File: config.mk
export PLATFORM = sky130hd
export DESIGN_NAME = nios_core_rom_loader
export DESIGN_NICKNAME = d
export VERILOG_FILES = /design/src/rtl/nios_core_rom_loader.sv
export SDC_FILE = /design/constraint.sdc
export NUM_CORES = 1
export LEC_CHECK = 0
export ABC_AREA = 1
export CORE_MARGIN = 2
export CORE_UTILIZATION = 55
export CTS_CLUSTER_SIZE = 20
export DETAILED_ROUTE_END_ITERATION = 6
export PLACE_DENSITY = 0.78
export SLEW_MARGIN = 20
export SYNTH_ARGS = -nofsm -noshare
export SYNTH_HDL_FRONTEND = slang
export SYNTH_SLANG_ARGS = --single-unit
export TNS_END_PERCENT = 5
File: constraint.sdc
create_clock -name clk -period 7.4 [get_ports clk]
set_input_delay 1.85 -clock clk [delete_from_list [all_inputs] [get_ports clk]]
set_output_delay 1.85 -clock clk [all_outputs]
set_load 0.01 [all_outputs]
File: src/rtl/nios_core_rom_loader.sv
// Boot-image loader: parses a MAGIC-framed byte stream and writes LE words into the Nios program memory (s2 port).
// Optional trailer checksum is enabled by defining ROM_LOADER_CHECKSUM_EN.
module nios_core_rom_loader #(
  parameter int          ADDR_W = 12,
  parameter int          DEPTH  = 4096,
  parameter logic [7:0]  MAGIC  = 8'hA5
) (
  input  logic              clk,
  input  logic              reset,
  input  logic [7:0]        in_data,
  input  logic              in_valid,
  output logic              in_ready,
  input  logic              rearm,
  output logic [ADDR_W-1:0] address2,
  output logic [31:0]       writedata2,
  output logic [3:0]        byteenable2,
  output logic              chipselect2,
  output logic              write2,
  output logic              clken2,
  output logic              cpu_hold,
  output logic              busy,
  output logic              done,
  output logic              error,
  output logic [1:0]        err_code
);

  typedef enum logic [2:0] {IDLE, HDR, DATA, CSUM, DONE, ERR} state_t;

  localparam logic [16:0] DEPTH_L = 17'(DEPTH);

  state_t            state;
  logic [1:0]        hdr_cnt;
  logic [1:0]        byte_cnt;
  logic [23:0]       hdr_shift;
  logic [23:0]       asm_word;
  logic [ADDR_W-1:0] addr_cnt;
  logic [15:0]       words_left;
  logic              take;
  logic [15:0]       hdr_start;
  logic [15:0]       hdr_count;
  logic [16:0]       hdr_end;
  logic              hdr_bad;
  logic [31:0]       word_in;
`ifdef ROM_LOADER_CHECKSUM_EN
  logic [31:0]       run_sum;
`endif

  assign in_ready    = (state == IDLE) || (state == HDR) || (state == DATA) || (state == CSUM);
  assign busy        = (state == HDR) || (state == DATA) || (state == CSUM);
  assign take        = in_valid & in_ready;
  assign byteenable2 = 4'hF;
  assign clken2      = 1'b1;
  assign chipselect2 = write2;

  // Header fields as seen while the 4th header byte is on in_data.
  assign hdr_start = hdr_shift[15:0];
  assign hdr_count = {in_data, hdr_shift[23:16]};
  assign hdr_end   = {1'b0, hdr_start} + {1'b0, hdr_count};
  assign hdr_bad   = ({1'b0, hdr_start} >= DEPTH_L) || (hdr_count == 16'd0) || (hdr_end > DEPTH_L);
  assign word_in   = {in_data, asm_word};

  always_ff @(posedge clk) begin
    if (reset) begin
      state      <= IDLE;
      hdr_cnt    <= 2'd0;
      byte_cnt   <= 2'd0;
      hdr_shift  <= 24'd0;
      asm_word   <= 24'd0;
      addr_cnt   <= '0;
      words_left <= 16'd0;
      address2   <= '0;
      writedata2 <= 32'd0;
      write2     <= 1'b0;
      cpu_hold   <= 1'b1;
      done       <= 1'b0;
      error      <= 1'b0;
      err_code   <= 2'd0;
`ifdef ROM_LOADER_CHECKSUM_EN
      run_sum    <= 32'd0;
`endif
    end else begin
      write2 <= 1'b0;
      case (state)
        IDLE: begin
          if (take && (in_data == MAGIC)) begin
            state    <= HDR;
            hdr_cnt  <= 2'd0;
            byte_cnt <= 2'd0;
`ifdef ROM_LOADER_CHECKSUM_EN
            run_sum  <= 32'd0;
`endif
          end
        end
        HDR: begin
          if (take) begin
            hdr_shift <= {in_data, hdr_shift[23:8]};
            hdr_cnt   <= hdr_cnt + 2'd1;
            if (hdr_cnt == 2'd3) begin
              if (hdr_bad) begin
                state    <= ERR;
                error    <= 1'b1;
                err_code <= 2'd1;
                cpu_hold <= 1'b1;
              end else begin
                state      <= DATA;
                addr_cnt   <= hdr_start[ADDR_W-1:0];
                words_left <= hdr_count;
                byte_cnt   <= 2'd0;
              end
            end
          end
        end
        DATA: begin
          if (take) begin
            asm_word <= {in_data, asm_word[23:8]};
            byte_cnt <= byte_cnt + 2'd1;
            if (byte_cnt == 2'd3) begin
              writedata2 <= word_in;
              address2   <= addr_cnt;
              write2     <= 1'b1;
              addr_cnt   <= addr_cnt + 1'b1;
              words_left <= words_left - 16'd1;
`ifdef ROM_LOADER_CHECKSUM_EN
              run_sum    <= run_sum + word_in;
`endif
              if (words_left == 16'd1) begin
                hdr_cnt <= 2'd0;
`ifdef ROM_LOADER_CHECKSUM_EN
                state   <= CSUM;
`else
                state   <= DONE;
`endif
              end
            end
          end
        end
`ifdef ROM_LOADER_CHECKSUM_EN
        // Trailer reuses the header shift register; the sum is final once DATA leaves.
        CSUM: begin
          if (take) begin
            hdr_shift <= {in_data, hdr_shift[23:8]};
            hdr_cnt   <= hdr_cnt + 2'd1;
            if (hdr_cnt == 2'd3) begin
              if ({in_data, hdr_shift} == run_sum) begin
                state    <= DONE;
                done     <= 1'b1;
                cpu_hold <= 1'b0;
              end else begin
                state    <= ERR;
                error    <= 1'b1;
                err_code <= 2'd2;
                cpu_hold <= 1'b1;
              end
            end
          end
        end
`endif
        DONE: begin
          done     <= 1'b1;
          cpu_hold <= 1'b0;
          if (rearm) begin
            state    <= IDLE;
            done     <= 1'b0;
            error    <= 1'b0;
            err_code <= 2'd0;
            cpu_hold <= 1'b1;
          end
        end
        ERR: begin
          error    <= 1'b1;
          cpu_hold <= 1'b1;
          if (rearm) begin
            state    <= IDLE;
            done     <= 1'b0;
            error    <= 1'b0;
            err_code <= 2'd0;
            cpu_hold <= 1'b1;
          end
        end
        default: state <= IDLE;
      endcase
    end
  end

endmodule

== After elaboration in Yosys (flattened, before gate mapping) ==
Cells that the tools add are included.
Cells by class
  reductions and logical operators: 28
  mux-type cells: 47
  bitwise gates (word level): 3
  $lt $le $gt $ge: 2
  eq/ne operators: 20
  $add $sub $neg: 5
Operators with widths (number)
  two-way mux 16 bit: 5
  two-way mux 12 bit: 5
  one-hot mux 16 bit (2 select lines): 1
  two-way mux 2 bit: 13
  two-way mux 3 bit: 8
  one-hot mux 12 bit (2 select lines): 1
  AND reduction 6 bit: 3
  adder 16 x 16 -> 17 bit: 1
  > comparator 17 x 13 -> 1 bit (second input constant): 1
  equality test 16 x 1 -> 1 bit (second input constant): 1
  greater-or-equal comparator 16 x 13 -> 1 bit (second input constant): 1
  logical NOT 16 bit: 1
  subtractor 16 x 1 -> 16 bit (second input constant): 1
  adder 12 x 1 -> 12 bit (second input constant): 1
  != test 2 bit (second input constant): 6
  one-hot mux 2 bit (3 select lines): 2
  one-hot mux 3 bit (4 select lines): 1
  != test 2 x 1 -> 1 bit (second input constant): 5
  AND reduction 5 bit: 2
  equality test 8 bit (second input constant): 1
  logical OR 1 bit: 7
  two-way mux 1 bit: 7
  AND reduction 7 bit: 1
  equality test 3 x 2 -> 1 bit (second input constant): 2
  other kinds (18): 28
Word-level totals
  bits of input ports: 12
  register bits after elaboration: 133
  logic and storage cells: 119

== Logic depth before layout (Yosys ltp) ==
  depth in word-level cells: 8
  gate-level depth with buffers: 19
  mapped depth without buffers: 18

== Least setup slack after synthesis ==
No wires, ideal clock.
  path type: input -> register
  from: in in_data[1]
  to: reg addr_cnt[10]
  library setup time: 113 ps
  cell stages on the path: 16
  arrival time: 3561 ps
  slack: 3726 ps
  required time: 7287 ps
  path through: ha_1 -> nand2_1 -> inv_2 -> a21oi_1 -> nor2_1 -> nor2_1 -> nand2_1 -> nand2_1 -> nand2_1 -> nor2_2 -> nand2_1 -> nand2_4 -> nand3_4 -> buf_2 -> nor2_1 -> nor2_1
On the way
  longest elaborated chain between the ends: 5
  elaborated cells between the ends (all ways): 7
RTL lines
  start: declaration: line 10  | input logic [7:0] in_data,
  adder 16 x 16 -> 17 bit / logical NOT 16 bit (equally long branches): line 58, 59
  > comparator 17 x 13 -> 1 bit / logical OR 1 bit (equally long branches): line 59  | assign hdr_bad = ({1'b0, hdr_start} >= DEPTH_L) || (hdr_count == 16'd0) || (hdr_end > DEPTH_L);
  logical OR 1 bit (*): line 59
  != test 2 bit (no source line) (*)
  AND reduction 6 bit (no source line) (*)
  end signal: assignment: line 106  | addr_cnt <= hdr_start[ADDR_W-1:0];
  end signal: assignment: line 121  | addr_cnt <= addr_cnt + 1'b1;
  end: declaration: line 36  | logic [ADDR_W-1:0] addr_cnt;
Every way passes the cells marked *; elsewhere a longest branch is shown, timed or not.
A chain may end at the register's enable or synchronous reset.

== Final worst setup path ==
  from: in in_data[5]
  to: reg words_left[5]
On the way
  longest elaborated chain between the ends: 5
  elaborated cells between the ends (all ways): 7
RTL lines
  adder 16 x 16 -> 17 bit / logical NOT 16 bit (equally long branches): line 58, 59
  > comparator 17 x 13 -> 1 bit / logical OR 1 bit (equally long branches): line 59
  logical OR 1 bit (*): line 59
  != test 2 bit (no source line) (*)
  AND reduction 6 bit (no source line) (*)
  end signal: assignment: line 107  | words_left <= hdr_count;
  end signal: assignment: line 122  | words_left <= words_left - 16'd1;
  end: declaration: line 37  | logic [15:0] words_left;
Marks and branches as above.

==> impl_metrics.yaml <==
status:
  status: "complete, no violations"
placed_design:
  place_congestion: 0.9291
  placed_area_um2: 7402
  hpwl_mm: 11.41
  numPortBuffers: 63
synthesis:
  syn_avg_cell_area_um2: 6.736
  synth_top_area_cell: "dfxtp_1"
  synth-edff-count: 0
  ys_types: 40
  synth_most_common_cell: "nand2_1"
  synth_top_area_share_pct: 38.96
  synth_common_cells: "nand2_1, nor2_1, dfxtp_1, o21ai_0, inv_1"
  ys_seq_area_share_pct: 38.96
  syn_area_um2: 6783
  synthTopCellsByArea: "dfxtp_1, nand2_1, nor2_1"
  ys.flop_type: "dfxtp_1"
  synth-async-reset-ratio_pct: 0
  synth_cells: 1007
  synth_warnings: 0
  ys_ff_latch: 132
routing:
  ant_nets: 0
  vias: 6427
  firstDrtPassIters: 5
  drcViolationCount: 0
  avgRoutedWirePerCell_um: 13.84
  via_per_inst: 5.325
  wl_mm: 16.70
  drt_iter0_markers: 638
pwr:
  p_leak_nw: 3.790
  peakVddDrop_mv: 0.2302
  power.density_nw_per_um2: 361.6
grt:
  grt_start_max_net_pins: 122
  track_usage_pct: 26.49
  grt_pass1_wl_mm: 28.15
  grt_overflow: 0
  first_global_vias: 5849
  antenna_found_initial: 0
floorplanning:
  design.die.area_um2: 13240
  io_pins: 70
  design.core.area_um2: 12010
  chipHeight_um: 115.1
  die_w_um: 115.1
  initial_utilization_pct: 56.47
  rows: 40
final_layout:
  postLayoutCellArea_um2: 8006
  drive_above_1_share_pct: 6.226
  area_growth_pct: 18.04
  final_nets: 1081
  antennaDiodeCount: 0
critical_path:
  end_kind: "flop"
  cp.required_ps: 7760
  cp_max_fo: 44
  worstPathArrival_ps: 4870
  crit_type: "primary input to flop"
  start_kind: "primary input"
timing:
  tns_ps: 0
  fmax_mhz: 222.1
  hold_viol: 0
  worst_pin_slew_ps: 1106
  min_period_ps: 4503
  rsz0062_at_grt: "false"
  setup_viol: 0
  finalMaxSlewViolations: 0
  maxSlewHeadroom_pct: 26.30
  skew_ps: 10.97
  finalCritPeriodShare_pct: 60.85
worst_hold_path:
  hold_class: "flop to flop"
clocking:
  post_cts_buffers: 0
  htree_levels: 4
  clkLatencyLatePin_ps: 430
  cts_tree: "built"
  path_clk_slew_ps: 60
  cts_made_buffers: 17
  clock_sinks: 132
  cts_resized: 0
  hold_buffers: 0
  cts_root_buf: "clkbuf_16"
  cts_buffer_depth: 2
job:
  cap_violations: 0
layout make-up:
class,count,area (um2)
fillers,1034,4005
flip-flops and latches,132,2643
well taps,147,183.9
clock buffers,17,425.4
inverters,118,442.9
clock inverters,15,178.9
multi-input cells,711,3472
repair buffers,67,660.6
layout by cell type (no fill, tap or decap), types with 2 or more instances in the layout:
cell	n
nor2_1	165
nand2_1	197
o22ai_1	3
ha_1	21
nand3_1	58
buf_4	4
clkdlybuf4s50_1	63
xor2_1	11
nand2_2	2
inv_8	5
clkbuf_16	17
inv_6	5
conb_1	6
nor2_2	4
a21oi_2	2
nand4_1	21
nand3b_1	9
a21oi_1	69
nor3_1	6
inv_2	18
dfxtp_1	132
o21bai_1	2
inv_1	100
o21ai_0	113
a211oi_1	4
mux2i_1	3
xnor2_1	2
clkinv_8	2
cells by family (layout without fill, tap and decap cells):
group                      count (synthesis)  in the layout  share of synthesized area (%)
buffers and inverters                    168            217                          10.11
xor gates and xnor gates                  13             13                          1.679
adders and majority gates                 22             22                          4.169
AOI/OAI and AO/OA                        198            198                          15.24
muxes                                      3              3                         0.4427
other                                      2              6                         0.1107
and+or+nand+nor                          469            469                          29.29
DFF                                      132            132                          38.96
flip-flops by register name, summed over array words and instances (netlist names), 2 cells and up:
name	count
hdr_cnt	2
state	3
byte_cnt	2
addr_cnt	12
address2	12
words_left	16
hdr_shift	24
asm_word	24
writedata2	32
through the flow:
stage / power (mW) / setup WS (ps) / hold WS [ps] / util, % / std cells
after detailed placement: 2.029 / 2545 / 440.7 / 61.63 / 1175
after global placement: 2.010 / 2611 / 436.4 / 61.63 / 1175
final: 2.895 / 2897 / 446.7 / 66.66 / 1207
after CTS: 2.887 / 2941 / 450.6 / 66.66 / 1207
after floorplan: 1.810 / 3726 / 430.2 / - / 1011
after global routing: 3.134 / 2578 / 473.2 / 66.66 / 1207
metal layers:
metal  GRT usage, %  share of wire, %  vias up
met5              0                 0        -
met4          9.237               2.4        0
met3          6.958               6.3       28
met2          40.55                44      182
met1          36.31                47     2887
li1               -                 -     3330
worst max-delay path, stage by stage:
cell	delay [ps]
clkdlybuf4s50_1	550
ha_1	480
nand2_1	110
nor2_1	180
nand3_1	150
nand2_1	90
nand2_1	50
nand2_1	50
nand3_1	80
nor2_2	120
nand2_1	100
nand2_4	200
nand3_4	430
nand2_1	200
nand2_1	80
nor2_1	130
final timing paths:
kind          startpoint             end  slack, ps  cells after the start
min          err_code[0]     err_code[0]        450                      2
max reg2reg     state[0]  writedata2[28]       3580                     11
max           in_data[5]   words_left[5]       2900                     16
min reg2reg  err_code[0]     err_code[0]        450                      2
power breakdown:
part | leakage (nW) | internal, mW | switching [mW] | total [mW]
clock network | 0.295 | 0.484 | 0.367 | 0.851
registers | 1.07 | 0.837 | 0.105 | 0.941
logic | 2.42 | 0.371 | 0.732 | 1.10
Note: power is estimated with default switching activity, not from simulation.
